===== config.mk =====
export PLATFORM = sky130hd
export DESIGN_NAME = twiddle_gen
export DESIGN_NICKNAME = d
export VERILOG_FILES = /design/src/rtl/r22sdf_pkg.sv /design/src/rtl/twiddle_rom.sv /design/src/rtl/twiddle_gen.sv
export SDC_FILE = /design/constraint.sdc
export NUM_CORES = 1
export LEC_CHECK = 0
export ABC_AREA = 1
export CAP_MARGIN = 30
export CORE_ASPECT_RATIO = 0.6
export CORE_MARGIN = 2
export CORE_UTILIZATION = 30
export CTS_BUF_LIST = sky130_fd_sc_hd__clkbuf_4 sky130_fd_sc_hd__clkbuf_8
export CTS_CLUSTER_DIAMETER = 30
export DETAILED_ROUTE_END_ITERATION = 6
export PLACE_DENSITY = 0.51
export SLEW_MARGIN = 15
export SYNTH_ARGS = -nofsm -noshare
export SYNTH_HDL_FRONTEND = slang
export SYNTH_HIERARCHICAL = 1
export SYNTH_SLANG_ARGS = --single-unit

===== constraint.sdc =====
create_clock -name clock -period 1.7 [get_ports clock]
set_clock_uncertainty 0.1 [all_clocks]
set_input_delay 0.255 -clock clock [delete_from_list [all_inputs] [get_ports clock]]
set_output_delay 0.255 -clock clock [all_outputs]
set_load 0.02 [all_outputs]

===== src/rtl/r22sdf_pkg.sv =====
`default_nettype none
// ============================================================================
// Package     : r22sdf_pkg
// Description : Shared defaults, octant codes and twiddle fold helper for R2^2SDF.
// Revision    : 1.0
// ============================================================================
package r22sdf_pkg;

  localparam int  c_def_log_n = 6;
  localparam int  c_def_width = 16;
  localparam int  c_max_log_n = 12;
  localparam int  c_j_w       = c_max_log_n - 2;
  localparam real c_pi        = 3.14159265358979323846;

  localparam logic [2:0] c_oct_0 = 3'd0;
  localparam logic [2:0] c_oct_1 = 3'd1;
  localparam logic [2:0] c_oct_2 = 3'd2;
  localparam logic [2:0] c_oct_3 = 3'd3;
  localparam logic [2:0] c_oct_4 = 3'd4;
  localparam logic [2:0] c_oct_5 = 3'd5;
  localparam logic [2:0] c_oct_6 = 3'd6;
  localparam logic [2:0] c_oct_7 = 3'd7;

  typedef struct packed {
    logic [c_j_w-1:0] j;
    logic             swap;
    logic             neg_c;
    logic             neg_s;
  } fold_t;

  // Maps k to the first-octant index plus how cos/sin of the angle are rebuilt.
  function automatic fold_t fold(input logic [c_max_log_n-1:0] k, input int log_n);
    logic [c_max_log_n-1:0] eighth;
    logic [c_max_log_n-1:0] r;
    logic [2:0]             oct;
    fold_t                  f;
    oct    = 3'(k >> (log_n - 3));
    eighth = c_max_log_n'(1) << (log_n - 3);
    r      = k & (eighth - c_max_log_n'(1));
    f      = '0;
    f.j    = c_j_w'(oct[0] ? (eighth - r) : r);
    case (oct)
      c_oct_0: begin f.swap = 1'b0; f.neg_c = 1'b0; f.neg_s = 1'b0; end
      c_oct_1: begin f.swap = 1'b1; f.neg_c = 1'b0; f.neg_s = 1'b0; end
      c_oct_2: begin f.swap = 1'b1; f.neg_c = 1'b1; f.neg_s = 1'b0; end
      c_oct_3: begin f.swap = 1'b0; f.neg_c = 1'b1; f.neg_s = 1'b0; end
      c_oct_4: begin f.swap = 1'b0; f.neg_c = 1'b1; f.neg_s = 1'b1; end
      c_oct_5: begin f.swap = 1'b1; f.neg_c = 1'b1; f.neg_s = 1'b1; end
      c_oct_6: begin f.swap = 1'b1; f.neg_c = 1'b0; f.neg_s = 1'b1; end
      default: begin f.swap = 1'b0; f.neg_c = 1'b0; f.neg_s = 1'b1; end
    endcase
    return f;
  endfunction

endpackage
`default_nettype wire


===== src/rtl/twiddle_rom.sv =====
`default_nettype none
// ============================================================================
// Module      : twiddle_rom
// Description : First-octant cos/sin magnitude table, N/8+1 entries, sync read.
// Revision    : 1.0
// ============================================================================
module twiddle_rom
  import r22sdf_pkg::*;
#(
  parameter int LOG_N = c_def_log_n,
  parameter int WIDTH = c_def_width
) (
  input  logic             clock,
  input  logic             reset,
  input  logic             en,
  input  logic [LOG_N-3:0] addr,
  output logic [WIDTH-1:0] cos_mag,
  output logic [WIDTH-1:0] sin_mag
);

  localparam int  c_depth = (1 << (LOG_N - 3)) + 1;
  localparam real c_scale = $itor(1 << (WIDTH - 1));

  logic [WIDTH-1:0] w_cos_tab [c_depth];
  logic [WIDTH-1:0] w_sin_tab [c_depth];
  logic [WIDTH-1:0] r_cos;
  logic [WIDTH-1:0] r_sin;

  // Unsigned magnitudes; cos(0) keeps the full 2^(WIDTH-1) so negation stays exact.
  for (genvar j = 0; j < c_depth; j++) begin : g_tab
    localparam real c_ang = 2.0 * c_pi * j / $itor(1 << LOG_N);
    localparam logic [WIDTH-1:0] c_cos = WIDTH'($rtoi($cos(c_ang) * c_scale + 0.5));
    localparam logic [WIDTH-1:0] c_sin = WIDTH'($rtoi($sin(c_ang) * c_scale + 0.5));
    assign w_cos_tab[j] = c_cos;
    assign w_sin_tab[j] = c_sin;
  end

  always_ff @(posedge clock or negedge reset) begin
    if (!reset) begin
      r_cos <= '0;
      r_sin <= '0;
    end else if (en) begin
      r_cos <= w_cos_tab[addr];
      r_sin <= w_sin_tab[addr];
    end
  end

  assign cos_mag = r_cos;
  assign sin_mag = r_sin;

endmodule
`default_nettype wire


===== src/rtl/twiddle_gen.sv =====
`default_nettype none
// ============================================================================
// Module      : twiddle_gen
// Description : 2-stage FFT twiddle generator using octant folding of a small ROM.
//               Option macro: TWIDDLE_ZERO_BYPASS_EN (k=0 returns 0/0).
// Revision    : 1.0
// ============================================================================
module twiddle_gen
  import r22sdf_pkg::*;
#(
  parameter int LOG_N = c_def_log_n,
  parameter int WIDTH = c_def_width
) (
  input  logic             clock,
  input  logic             reset,
  input  logic             tin_en,
  input  logic [LOG_N-1:0] taddr,
  input  logic             tinv,
  output logic             tout_en,
  output logic [WIDTH-1:0] tdata_r,
  output logic [WIDTH-1:0] tdata_i
);

  localparam int c_aw = LOG_N - 2;

  fold_t            w_fold;
  logic             w_unused_j;
  logic [WIDTH-1:0] w_cos;
  logic [WIDTH-1:0] w_sin;
  logic [WIDTH-1:0] w_res_r;
  logic [WIDTH-1:0] w_res_i;

  logic             r_v1;
  logic             r_swap1;
  logic             r_neg_r1;
  logic             r_neg_i1;
  logic             r_v2;
  logic [WIDTH-1:0] r_data_r;
  logic [WIDTH-1:0] r_data_i;
`ifdef TWIDDLE_ZERO_BYPASS_EN
  logic             r_zero1;
`endif

  assign w_fold     = fold(c_max_log_n'(taddr), LOG_N);
  assign w_unused_j = |(w_fold.j >> c_aw);

  twiddle_rom #(
    .LOG_N (LOG_N),
    .WIDTH (WIDTH)
  ) u_rom (
    .clock   (clock),
    .reset   (reset),
    .en      (tin_en),
    .addr    (w_fold.j[c_aw-1:0]),
    .cos_mag (w_cos),
    .sin_mag (w_sin)
  );

  always_ff @(posedge clock or negedge reset) begin
    if (!reset) begin
      r_v1     <= 1'b0;
      r_swap1  <= 1'b0;
      r_neg_r1 <= 1'b0;
      r_neg_i1 <= 1'b0;
`ifdef TWIDDLE_ZERO_BYPASS_EN
      r_zero1  <= 1'b0;
`endif
    end else begin
      r_v1 <= tin_en;
      if (tin_en) begin
        r_swap1  <= w_fold.swap;
        r_neg_r1 <= w_fold.neg_c;
        // Forward twiddle carries -sin; the conjugate flips that back.
        r_neg_i1 <= ~w_fold.neg_s ^ tinv;
`ifdef TWIDDLE_ZERO_BYPASS_EN
        r_zero1  <= (taddr == '0);
`endif
      end
    end
  end

  // Magnitude 2^(WIDTH-1) is +1.0: saturate when positive, exact when negated.
  function automatic logic [WIDTH-1:0] f_sign(input logic [WIDTH-1:0] mag, input logic neg);
    logic [WIDTH-1:0] res;
    if (neg)               res = -mag;
    else if (mag[WIDTH-1]) res = {1'b0, {(WIDTH-1){1'b1}}};
    else                   res = mag;
    return res;
  endfunction

  always_comb begin
    w_res_r = f_sign(r_swap1 ? w_sin : w_cos, r_neg_r1);
    w_res_i = f_sign(r_swap1 ? w_cos : w_sin, r_neg_i1);
`ifdef TWIDDLE_ZERO_BYPASS_EN
    if (r_zero1) begin
      w_res_r = '0;
      w_res_i = '0;
    end
`endif
  end

  always_ff @(posedge clock or negedge reset) begin
    if (!reset) begin
      r_v2     <= 1'b0;
      r_data_r <= '0;
      r_data_i <= '0;
    end else begin
      r_v2 <= r_v1;
      if (r_v1) begin
        r_data_r <= w_res_r;
        r_data_i <= w_res_i;
      end
    end
  end

  assign tout_en = r_v2;
  assign tdata_r = r_data_r;
  assign tdata_i = r_data_i;

endmodule
`default_nettype wire


* After elaboration in Yosys (flattened, before gate mapping)
Memories as Yosys holds them, arrays and structs flattened. A register that Yosys moved wholly into a read port is not among the register bits.
Index checks and enable logic that the tools add are counted.
** Word-level totals
- Register bits after elaboration :: 37
- Memory bits (read-only) :: 512
- Input bits :: 10
- Output and inout port bits :: 33
- Memories kept :: 2
** Operators by class
- Add/sub/neg operators :: 3
- Eq/ne operators :: 6
- Muxes and demuxes :: 8
- Bitwise gates (word level) :: 3
- Reductions and logical operators :: 3
** Memory list
- (name not given) :: depth 16, bits a word 16, rd ports 1, clocked after Yosys merged registers in 1, write ports 0, line twiddle_rom.sv:43 : r_cos <= w_cos_tab[addr];
- (name not given) :: depth 16, bits a word 16, rd ports 1, clocked after Yosys merged registers in 1, write ports 0, line twiddle_rom.sv:44 : r_sin <= w_sin_tab[addr];
** Operators with widths (number)
- $mux 16 :: 4
- $neg 16->16 :: 2
- $mux 15 :: 2
- $pmux 3 s7 :: 1
- $eq 3x3->1 const B :: 3
- $eq 3x2->1 const B :: 2
- $not 4->5 :: 1
- $mux 4 :: 1
- $sub 4x3->4 const A :: 1
- $eq 3x1->1 const B :: 1
- $logic_not 3->1 :: 1
- $logic_not 1->1 :: 2
- $not 1->1 :: 1
- $xor 1x1->1 :: 1

* Logic depth before layout (Yosys ltp)
Gate-level depths: netlist of the first run.
- Depth in word-level cells :: 4
- Depth in mapped cells :: 13
- Mapped depth without buffers :: 13

* Modules after synthesis
The synthesis of the first run kept the hierarchy.
** Modules (own cells, without submodules)
- twiddle_gen :: times used 1, cells each 471, area each 2882.8 um^2, seq. area each 925.9 um^2
- twiddle_rom :: times used 1, cells each 179, area each 1441.4 um^2, seq. area each 775.7 um^2

* Worst setup path after synthesis of the first run
No wires, ideal clock.
- Path type :: reg2reg
- Start point :: register r_swap1
- End point :: register r_data_i[8], in the netlist tdata_i[8]
- Arrival time :: 1624 ps
- Required time :: 1476 ps
- Setup slack :: -148 ps
- Stages on the path, launching flop included :: 11
- Clock period less this slack :: 1848 ps
- Cells stage by stage :: dfrtp_1 > buf_6 > o21ai_1 > ha_1 > nand3_1 > nor2_1 > nand2_1 > nand2_1 > nand2_1 > o211ai_1 > nand2_1
** Between the ends
- Word-level cells in the longest chain between the ends :: 3
- Elaborated cells on any way between the ends :: 4
** RTL lines
- start, declared :: line twiddle_gen.sv:34 : logic r_swap1;
- start signal, assigned :: line twiddle_gen.sv:71 : r_swap1 <= w_fold.swap;
- $mux 16 (*) :: line twiddle_gen.sv:93 : w_res_i = f_sign(r_swap1 ? w_cos : w_sin, r_neg_i1);
- $neg 16->16 or $mux 15 (tied branches) :: line twiddle_gen.sv:85, twiddle_gen.sv:86
- $mux 16 (*) :: line twiddle_gen.sv:85 : if (neg) res = -mag;
- end signal, assigned :: line twiddle_gen.sv:111 : r_data_i <= w_res_i;
- end, declared :: line twiddle_gen.sv:39 : logic [WIDTH-1:0] r_data_i;
Mark *: on every way between the ends. The rest lies on a longest branch, timed or not.
A chain may end at the register's enable or synchronous reset.

* Worst setup path after layout of the first run
Same ends and word-level chain as after synthesis.

==> results of run 1 <==
-- routing by layer --
| metal | part of all wire, % | up-vias | global-route usage [%] |
|---|---|---|---|
| li1 | - | 2342 | - |
| met1 | 52 | 2203 | 26.93 |
| met2 | 42 | 105 | 26.50 |
| met3 | 4.8 | 20 | 3.774 |
| met4 | 1.3 | 0 | 4.056 |
| met5 | 0 | - | 0 |
-- Yosys cell counts, types with 5 or more instances --
cell type	instances	area share [%]
nand2_1	250	22
nor2_1	79	6.9
dfrtp_1	68	39
inv_1	53	4.6
nand3_1	45	5.2
o21ai_0	31	3.6
o21ai_1	30	3.5
ha_1	13	3.8
a21oi_1	10	1.2
buf_2	8	0.93
nand4_1	7	1.0
a31oi_1	6	0.87
clkbuf_1	6	0.52
buf_4	5	0.87
inv_2	5	0.43
-- area by class of cell --
cell class	instances	area, sq um
clock buffers	11	145.1
clock inverters	5	61.31
fillers	1416	7420
inverters	58	222.7
multi-input cells	498	2713
flip-flops and latches	68	1703
well taps	192	240.2
repair buffers	152	1369
-- kinds of logic (layout without fill, tap and decap cells) --
| logic type | after synthesis | count (layout) | share of synthesized area [%] |
|---|---|---|---|
| buf+inv | 84 | 226 | 8.652 |
| simple gates | 397 | 397 | 37.15 |
| xor+xnor | 4 | 4 | 0.8103 |
| other cells | 1 | 1 | 0.08672 |
| fa+ha+maj | 13 | 13 | 3.762 |
| compound gates | 83 | 83 | 10.19 |
| flops | 68 | 68 | 39.35 |
-- registers in the layout, summed over array words and instances (netlist names) --
name	cells
r_neg_i1	1
tdata_r	16
u_rom/cos_mag	16
u_rom/sin_mag	15
r_swap1	1
r_v1	1
tdata_i	16
tout_en	1
r_neg_r1	1
-- stage by stage --
step	std cells	worst slack [ps]	total power [W]	TNS, ps	utilization (%)
2_1_floorplan	650	-64.10	0.003537	-105.0	-
3_3_place_gp	955	-485.6	0.004785	-16600	40.30
3_5_place_dp	955	-481.3	0.004821	-17430	40.30
4_1_cts	975	-219.5	0.006361	-3544	43.15
5_1_grt	984	-329.2	0.007121	-5950	46.52
6_report	984	-215.1	0.006649	-3143	46.52
-- worst paths after layout --
| kind | start | end | slack, ps | cells past startpoint |
|---|---|---|---|---|
| worst max register to register | r_swap1$_DFFE_PN0P_ | tdata_i[8]$_DFFE_PN0P_ | -220 | 10 |
| worst min-delay path | taddr[0] | u_rom/cos_mag[6]$_DFFE_PN0P_ | 330 | 4 |
| max in group asynchronous | reset | u_rom/cos_mag[12]$_DFFE_PN0P_ | 840 | 3 |
| min in group asynchronous | reset | tdata_r[3]$_DFFE_PN0P_ | 340 | 3 |
| worst min register to register | tdata_i[0]$_DFFE_PN0P_ | tdata_i[0]$_DFFE_PN0P_ | 370 | 2 |
| worst max-delay path | r_swap1$_DFFE_PN0P_ | tdata_i[8]$_DFFE_PN0P_ | -220 | 10 |
-- power breakdown --
part	internal [W]	switching, W	leakage (nW)
registers	0.00191	0.000226	0.802
logic	0.00137	0.00173	2.43
clock network	0.000736	0.000683	0.0952
total	0.00401	0.00264	3.33
-- timing repair --
| item | 4_1_cts | 5_1_grt |
|---|---|---|
| pin swaps | 13 | 25 |
| hold endpoints to repair | 68 | 0 |
| hold buffers | 1 | 0 |
| buffers inserted | 3 | 7 |
| setup endpoints to repair | 58 | 77 |
| cloned | 0 | 2 |
| resized for setup | 56 | 114 |
-- critical path, cell delays in order (launching register included) --
cell	delay (ps)
dfrtp_2	430
buf_12	160
o21ai_4	180
ha_4	170
nand3_2	70
nor2_2	120
nand2_2	90
nand2_4	130
nand2_2	60
o211ai_1	200
nand2_1	70
-- cell usage in the layout (no fill, tap or decap), drive strengths merged, types with 2 or more instances in the layout --
master         Yosys  routed
a21oi             10      10
a31oi              6       6
buf               20     109
clkbuf             6      12
clkdlybuf4s50      0      10
clkinvlp           0       3
dfrtp             68      68
dlygate4sd2        0       8
dlymetal6s2s       0      23
ha                13      13
inv               58      58
nand2            254     254
nand3             45      45
nand4              7       7
nor2              81      81
nor3               3       3
o211ai             3       3
o21ai             63      63
or2                5       5
xnor2              2       2
xor2               2       2
==> results.md, run 1 <==
- CP max FO: 11
- Port bufs: 42
- WL/cell: 14.00 um
- Routability cong.: 0.8948
- CTS clock-pin slew for the worst setup and hold paths: 90 ps
- Fin worst setup slack: -215.1 ps
- Area after DPL: 0.005592 sq mm
- Syn Inst Count: 650
- EDFF count, synth: 0
- Tmin final: 1915 ps
- Worst Setup End Kind: flop
- PwrDens: 1030 mW/mm^2
- Nets: 810
- Initial antenna violation count: 0
- Vias per cell: 4.746
- Max-cap violations: 0
- Critical path arrival: 2060 ps
- Seq/Total Area, Yosys: 39.35%
- CTS Sinks: 68
- Detail Placement HPWL: 9.995 mm
- Synth unique cells: 31
- Clock Path Buffers: 2
- Hold Vio Cnt, Final: 0
- I/O pins: 43
- Syn_nets: 673
- Post-synth top flop: dfrtp_1
- Drt first pass iters: 5
- GRT Total Usage: 18.01%
- Die Area: 0.01542 sq mm
- CP Class: reg -> reg
- Slew Viols, Final: 0
- H-Tree Depth: 3
- Yosys Warn Count: 6
- Worst IR Drop VDD: 432.6 uV
- Syn avg cell area: 6.653 sq um
- Area Growth Syn to Fin: 49.25%
- DR DRC count: 0
- Final period utilization: 112.7%
- CTS tree: built
- Maximum clock frequency: 522.2 MHz
- Largest net degree at the start of global routing: 69
- Antenna Violating Nets Remaining: 0
- Cell area after layout: 0.006454 sq mm
- Failing checks: setup timing
- P_leak: 3.330 nW
- Hold/Removal Path Class: in -> reg
- Outcome: finished, violations left
- Total wire length: 13.77 mm
- Inserted Diodes: 0
- CTS root buf: clkbuf_8
- Synth Cell Area: 0.004324 sq mm
- RSZ-0062 raised after global routing: true
- Via count: 4670
- Worst skew pair latency: 370 ps
- First-pass GRT wire length: 22.51 mm
- Initial core utilization: 31.17%
- Layout cells sized above 1: 29.80%
- Crit start category: flop
- Post-synth ARST share: 100.0%
- Std cell rows: 33
- Setup violations, final: 28
- Die height: 97.00 um
- Drt initial violations: 328
- CP required: 1850 ps
- Grt total ovfl: 0
- Vias in the first global route: 4390
- Die width: 159.0 um
- CTS Buf Count: 9
- Worst Hold Slack: 332.7 ps
- Core Region: 0.01387 sq mm
- FF+latch count, synth: 68
(Power assumes the default switching activity.)
==> run 2, diff against run 1 <==
--- a/config.mk
+++ b/config.mk
@@ -7,10 +7,9 @@
 export LEC_CHECK = 0
 export ABC_AREA = 1
 export CAP_MARGIN = 30
-export CORE_ASPECT_RATIO = 0.6
 export CORE_MARGIN = 2
 export CORE_UTILIZATION = 30
-export CTS_BUF_LIST = sky130_fd_sc_hd__clkbuf_4 sky130_fd_sc_hd__clkbuf_8
+export CTS_BUF_LIST = sky130_fd_sc_hd__clkbuf_8
 export CTS_CLUSTER_DIAMETER = 30
 export DETAILED_ROUTE_END_ITERATION = 6
 export PLACE_DENSITY = 0.51
==> results.md, run 2 (synthesis results as in run 1) <==
- Outcome: finished, violations left
- Failing checks: setup timing
- Hold Vio Cnt, Final: 0 (unchanged)
- H-Tree Depth: 3 (unchanged)
- DR DRC count: 0 (unchanged)
- Fill count: 1379 (-2.6%)
- Crit Reg-Reg Startpoint: r_swap1$_DFFE_PN0P_
- Drt initial violations: 265 (-19%)
- Fin worst setup slack: -181.1 ps (+34.03 ps)
- Final period utilization: 110.7% (-2.0 points)
- FF/Latch Area: 0.001703 sq mm (unchanged)
- Crit start category: flop
- Die Area: 0.01539 sq mm (-0.21%)
- I/O pins: 43 (unchanged)
- Final core utilization: 50.62% (+4.1 points)
- Slew Viols, Final: 0 (unchanged)
- CP required: 1860 ps (about the same)
- Vias per cell: 4.770 (+0.51%)
- Drt first pass iters: 4 (-1)
- Total wire length: 14.74 mm (+7.0%)
- Vias in the first global route: 4513 (+2.8%)
- CP Class: reg -> reg
- Routability cong.: 0.8620 (-3.7%)
- First-pass GRT wire length: 22.88 mm (+1.6%)
- Antenna Violating Nets Remaining: 0 (unchanged)
- Die width: 124.1 um (-22%)
- CP max FO: 5 (-6)
- Nets: 830 (+2.5%)
- Reg2reg setup slack: -180 ps (+30 ps)
- Maximum clock frequency: 531.6 MHz (+1.8%)
- Most frequent cells in the layout: nand2_1, buf_4, dfrtp_1
- RSZ-0062 raised after global routing: true
- Inserted Diodes: 0 (unchanged)
- CTS clock-pin slew for the worst setup and hold paths: 80 ps (about the same)
- Clock Path Buffers: 2 (unchanged)
- Core Region: 0.01399 sq mm (+0.83%)
- Worst Setup SP: r_swap1$_DFFE_PN0P_
- Placed instance count: 950 (-0.52%)
- CTS tree: built
- Die height: 124.1 um (+28%)
- Port bufs: 42 (unchanged)
- Hold/Removal Path Class: in -> async
- Tot Pwr: 0.007098 W (+6.8%)
- Multi-input logic area: 0.003029 sq mm (+12%)
- PwrDens: 1002 mW/mm^2 (-2.7%)
- Largest net degree at the start of global routing: 43 (-38%)
- P_leak: 3.583 nW (+7.6%)
- Max-cap violations: 0 (unchanged)
- Initial antenna violation count: 0 (unchanged)
- Layout cells sized above 1: 39.29% (+9.5 points)
- CTS root buf: clkbuf_8
- CTS Buf Count: 9 (unchanged)
- Worst IR Drop VDD: 418.6 uV (-3.2%)
- Detail Placement HPWL: 10.43 mm (+4.3%)
- Worst skew pair latency: 370 ps (about the same)
- GRT Total Usage: 19.57% (+1.6 points)
- Tmin final: 1881 ps (-34.02 ps)
- Commonest non-fill, non-tap cell in the layout: nand2_1
- Critical path arrival: 2040 ps (-20 ps)
- Std cell rows: 43 (+30%)
- Area Growth Syn to Fin: 63.74%
- Via count: 4732 (+1.3%)
- CTS Sinks: 68 (unchanged)
- Worst Setup End Kind: flop
- Initial core utilization: 30.91% (-0.26 points)
- Layout Cells excl Fill: 992 (+0.81%)
- Setup violations, final: 24 (-14%)
- WL/cell: 14.86 um (+6.1%)
- Grt total ovfl: 0 (unchanged)
run 2: cell count changes in the layout (fill, tap and decap cells not counted), sizes merged, moves of 2 or more:
| cell | previous run | this run |
|---|---|---|
| buf | 109 | 127 |
| clkdlybuf4s50 | 10 | 7 |
| clkinvlp | 3 | 1 |
| dlygate4sd2 | 8 | 15 |
| dlymetal6s2s | 23 | 19 |
run 2: worst max-delay path, cell delays in order (launching register included):
cell     delay, ps
dfrtp_2        400
buf_8          160
buf_12         130
buf_16         130
nand2_4         50
o21ai_4         90
nor2_4          80
buf_6          140
buf_4          130
nor2_1          80
nand4_1        120
nand3_2         90
nand2_1         50
run 2: final cells by class:
type                       instances  area share [%]
clock inverter                     5          0.7245
timing repair buffer             172           24.01
tap                              180           3.181
sequential                        68           24.05
clock buffer                      11           2.138
multi-input combinational        498           42.78
inverter                          58           3.110
run 2: repair_timing:
item / 4_1_cts / 5_1_grt
setup endpoints to repair: 56 / 71
pin swaps: 35 / 71
setup buffers: 11 / 10
gates resized for setup: 134 / 140
endpoints found under the hold margin: 68 / 0
hold buffers: 1 / 0
cloned: 5 / 2
run 2: stage by stage:
stage          worst slack, ps  TNS, ps  cell area (sq um)  hold slack [ps]
2_1_floorplan           -64.10   -105.0               4338           -140.6
3_3_place_gp            -450.2   -15250               5679            152.1
3_5_place_dp            -449.7   -16000               5679            161.6
4_1_cts                 -183.5    -3167               6472            303.6
5_1_grt                 -296.6    -5695               7081            332.5
6_report                -181.1    -3231               7081            296.7
run 2: layer usage:
metal | track usage, % | vias up | wire (um)
met2 | 32.07 | 122 | 7172
met5 | 0 | - | 0
met4 | 10.04 | 0 | 522
met3 | 3.342 | 35 | 701
met1 | 24.72 | 2203 | 6341
li1 | - | 2372 | -
run 2: worst paths after layout:
kind,to,depth (start not counted)
worst max-delay path,tdata_i[14]$_DFFE_PN0P_,12
min in group clock,u_rom/cos_mag[6]$_DFFE_PN0P_,4
worst min register to register,tdata_i[0]$_DFFE_PN0P_,2
worst min-delay path,tdata_i[5]$_DFFE_PN0P_,3
max in group asynchronous,tdata_r[5]$_DFFE_PN0P_,3
worst max register to register,tdata_i[14]$_DFFE_PN0P_,12
run 2: report_power, final:
part           internal [W]  switching (W)
clock network      0.000747       0.000663
registers           0.00191       0.000243
logic               0.00162        0.00192
==> run 3, diff against run 2 <==
--- a/config.mk
+++ b/config.mk
@@ -13,6 +13,7 @@
 export CTS_CLUSTER_DIAMETER = 30
 export DETAILED_ROUTE_END_ITERATION = 6
 export PLACE_DENSITY = 0.51
+export REMOVE_ABC_BUFFERS = 1
 export SLEW_MARGIN = 15
 export SYNTH_ARGS = -nofsm -noshare
 export SYNTH_HDL_FRONTEND = slang
==> results.md, run 3 (synthesis results as in run 1) <==
- Most frequent cells in the layout: nand2_1, buf_4, dfrtp_1
- CP max FO: 7 (+2)
- Hold Vio Cnt, Final: 0 (unchanged)
- WL/cell: 13.95 um (-6.1%)
- Core Region: 0.01399 sq mm (unchanged)
- Clock network fraction of total power: 22.5% (+2.6 points)
- Combinational power share: 45.8% (-4.0 points)
- Grt total ovfl: 0 (unchanged)
- Worst skew pair latency: 370 ps (about the same)
- Sequential fraction of design power: 31.7% (+1.4 points)
- Die Area: 0.01539 sq mm (unchanged)
- Drt initial violations: 240 (-9.4%)
- Drt first pass iters: 5 (+1)
- Hold/Removal Path Class: in -> async
- Crit start category: flop
- Maximum clock frequency: 529.4 MHz (-0.42%)
- Place WS: -528.2 ps (-78.47 ps)
- CTS clock-pin slew for the worst setup and hold paths: 70 ps (about the same)
- Die height: 124.1 um (unchanged)
- Fin worst setup slack: -188.9 ps (-7.865 ps)
- CP required: 1900 ps (+40 ps)
- Total wire length: 13.57 mm (-7.9%)
- Failing checks: setup timing
- P_sw: 0.002613 W (-7.5%)
- Vias per cell: 4.720 (-1.0%)
- Commonest non-fill, non-tap cell in the layout: nand2_1
- Final core utilization: 46.61% (-4.0 points)
- Routability cong.: 0.8930 (+3.6%)
- Tot Pwr: 0.006754 W (-4.8%)
- FF/Latch Area: 0.001703 sq mm (unchanged)
- Worst Setup End Kind: flop
- Sw Share: 38.69% (-1.1 points)
- Int Pwr: 0.004141 W (-3.1%)
- First-pass GRT wire length: 21.62 mm (-5.5%)
- Multi-input logic area: 0.002754 sq mm (-9.1%)
- CTS tree: built
- Inserted Diodes: 0 (unchanged)
- Clock Path Buffers: 2 (unchanged)
- Nets: 811 (-2.3%)
- Initial core utilization: 30.91% (unchanged)
- Initial antenna violation count: 0 (unchanged)
- Vias in the first global route: 4352 (-3.6%)
- PwrDens: 1036 mW/mm^2 (+3.3%)
- Outcome: finished, violations left
- Layout cells sized above 1: 29.76% (-9.5 points)
- Tmin final: 1889 ps (+7.865 ps)
- Die width: 124.1 um (unchanged)
- CTS Sinks: 68 (unchanged)
- CTS root buf: clkbuf_8
- Antenna Violating Nets Remaining: 0 (unchanged)
- P_leak: 3.366 nW (-6.1%)
- Worst IR Drop VDD: 348.6 uV (-17%)
- DR DRC count: 0 (unchanged)
- Detail Placement HPWL: 9.694 mm (-7.0%)
- CTS Buf Count: 9 (unchanged)
- Area Growth Syn to Fin: 50.78%
- I/O pins: 43 (unchanged)
- Port bufs: 42 (unchanged)
- Via count: 4593 (-2.9%)
- Worst Hold Slack: 312.1 ps (+15.45 ps)
- CP Class: reg -> reg
- Final period utilization: 111.1% (+0.46 points)
- Setup violations, final: 27 (+13%)
- Slew Viols, Final: 0 (unchanged)
- Fill count: 1424 (+3.3%)
- TNS Setup: -2671 ps (+559.1 ps)
- Critical path arrival: 2090 ps (+50 ps)
- Largest net degree at the start of global routing: 69 (+60%)
- GRT Total Usage: 18.35% (-1.2 points)
- RSZ-0062 raised after global routing: true
- Max-cap violations: 0 (unchanged)
- Std cell rows: 43 (unchanged)
- H-Tree Depth: 3 (unchanged)
-- run 3: changes by cell type in the layout (fill, tap and decap cells not counted), moves of 4 or more --
cell     previous run  this run
nand2_1           192       223
nand2_2            49        21
o21ai_1            12        24
nand3_1            30        38
nand3_2            12         4
nor2_1             52        60
o21ai_2            25        17
nor2_4             14         7
buf_4             100        94
o21ai_4            14         8
buf_12              8         4
buf_6              12         8
inv_1              47        51
-- run 3: power by group through the flow --
stage               Combinational (W)  Sequential [W]  Clock, W
floorplan                     0.00108         0.00238         0
global placement              0.00260         0.00216         0
detailed placement            0.00263         0.00217         0
CTS                           0.00288         0.00214   0.00157
global route                  0.00340         0.00218   0.00164
finish                        0.00309         0.00214   0.00152
-- run 3: per-stage QoR --
stage | std cells | instance area [sq um]
6_report | 973 | 6520
2_1_floorplan | 624 | 4168
3_3_place_gp | 941 | 5548
3_5_place_dp | 941 | 5548
4_1_cts | 965 | 6175
5_1_grt | 973 | 6520
-- run 3: routing by layer --
metal  GRT usage [%]  share of wire [%]
met3           4.304                4.0
met2           30.87                 48
met5               0                  0
met1           23.61                 47
met4           4.846                1.1
-- run 3: timing repair --
| action | in CTS | in global routing |
|---|---|---|
| hold buffers | 1 | 0 |
| gates resized for setup | 129 | 65 |
| pin swaps | 36 | 23 |
| gates cloned | 0 | 2 |
| endpoints found under the setup margin | 67 | 71 |
| buffers inserted | 9 | 6 |
| hold endpoints to repair | 68 | 0 |
-- run 3: path summary, 6_finish.rpt --
kind / depth (start not counted) / startpoint / slack (ps) / to
worst max-delay path: 12 / r_swap1$_DFFE_PN0P_ / -190 / tdata_i[14]$_DFFE_PN0P_
worst min-delay path: 3 / reset / 310 / u_rom/sin_mag[8]$_DFFE_PN0P_
worst max register to register: 12 / r_swap1$_DFFE_PN0P_ / -190 / tdata_i[14]$_DFFE_PN0P_
worst min register to register: 2 / tdata_i[14]$_DFFE_PN0P_ / 370 / tdata_i[14]$_DFFE_PN0P_
max in group asynchronous: 3 / reset / 850 / tdata_i[7]$_DFFE_PN0P_
min in group clock: 4 / taddr[0] / 340 / u_rom/cos_mag[6]$_DFFE_PN0P_
-- run 3: worst max-delay path, stage by stage, from the launching register on --
cell     delay, ps
dfrtp_2        450
buf_8          160
o21ai_4        190
ha_4           170
nand3_4         60
nor2_4          90
nand2_2         70
nand2_4        120
buf_6          110
nand3_1         60
nand2_1         70
nand3_1         90
nand2_1         60
-- run 3: cell type report --
cell class,instances,area share (%)
Clock buffer,10,2.111
Sequential cell,68,26.12
Multi-Input combinational cell,498,42.24
Clock inverter,6,1.228
Timing Repair Buffer,153,21.51
Inverter,58,3.339
Tap cell,180,3.454
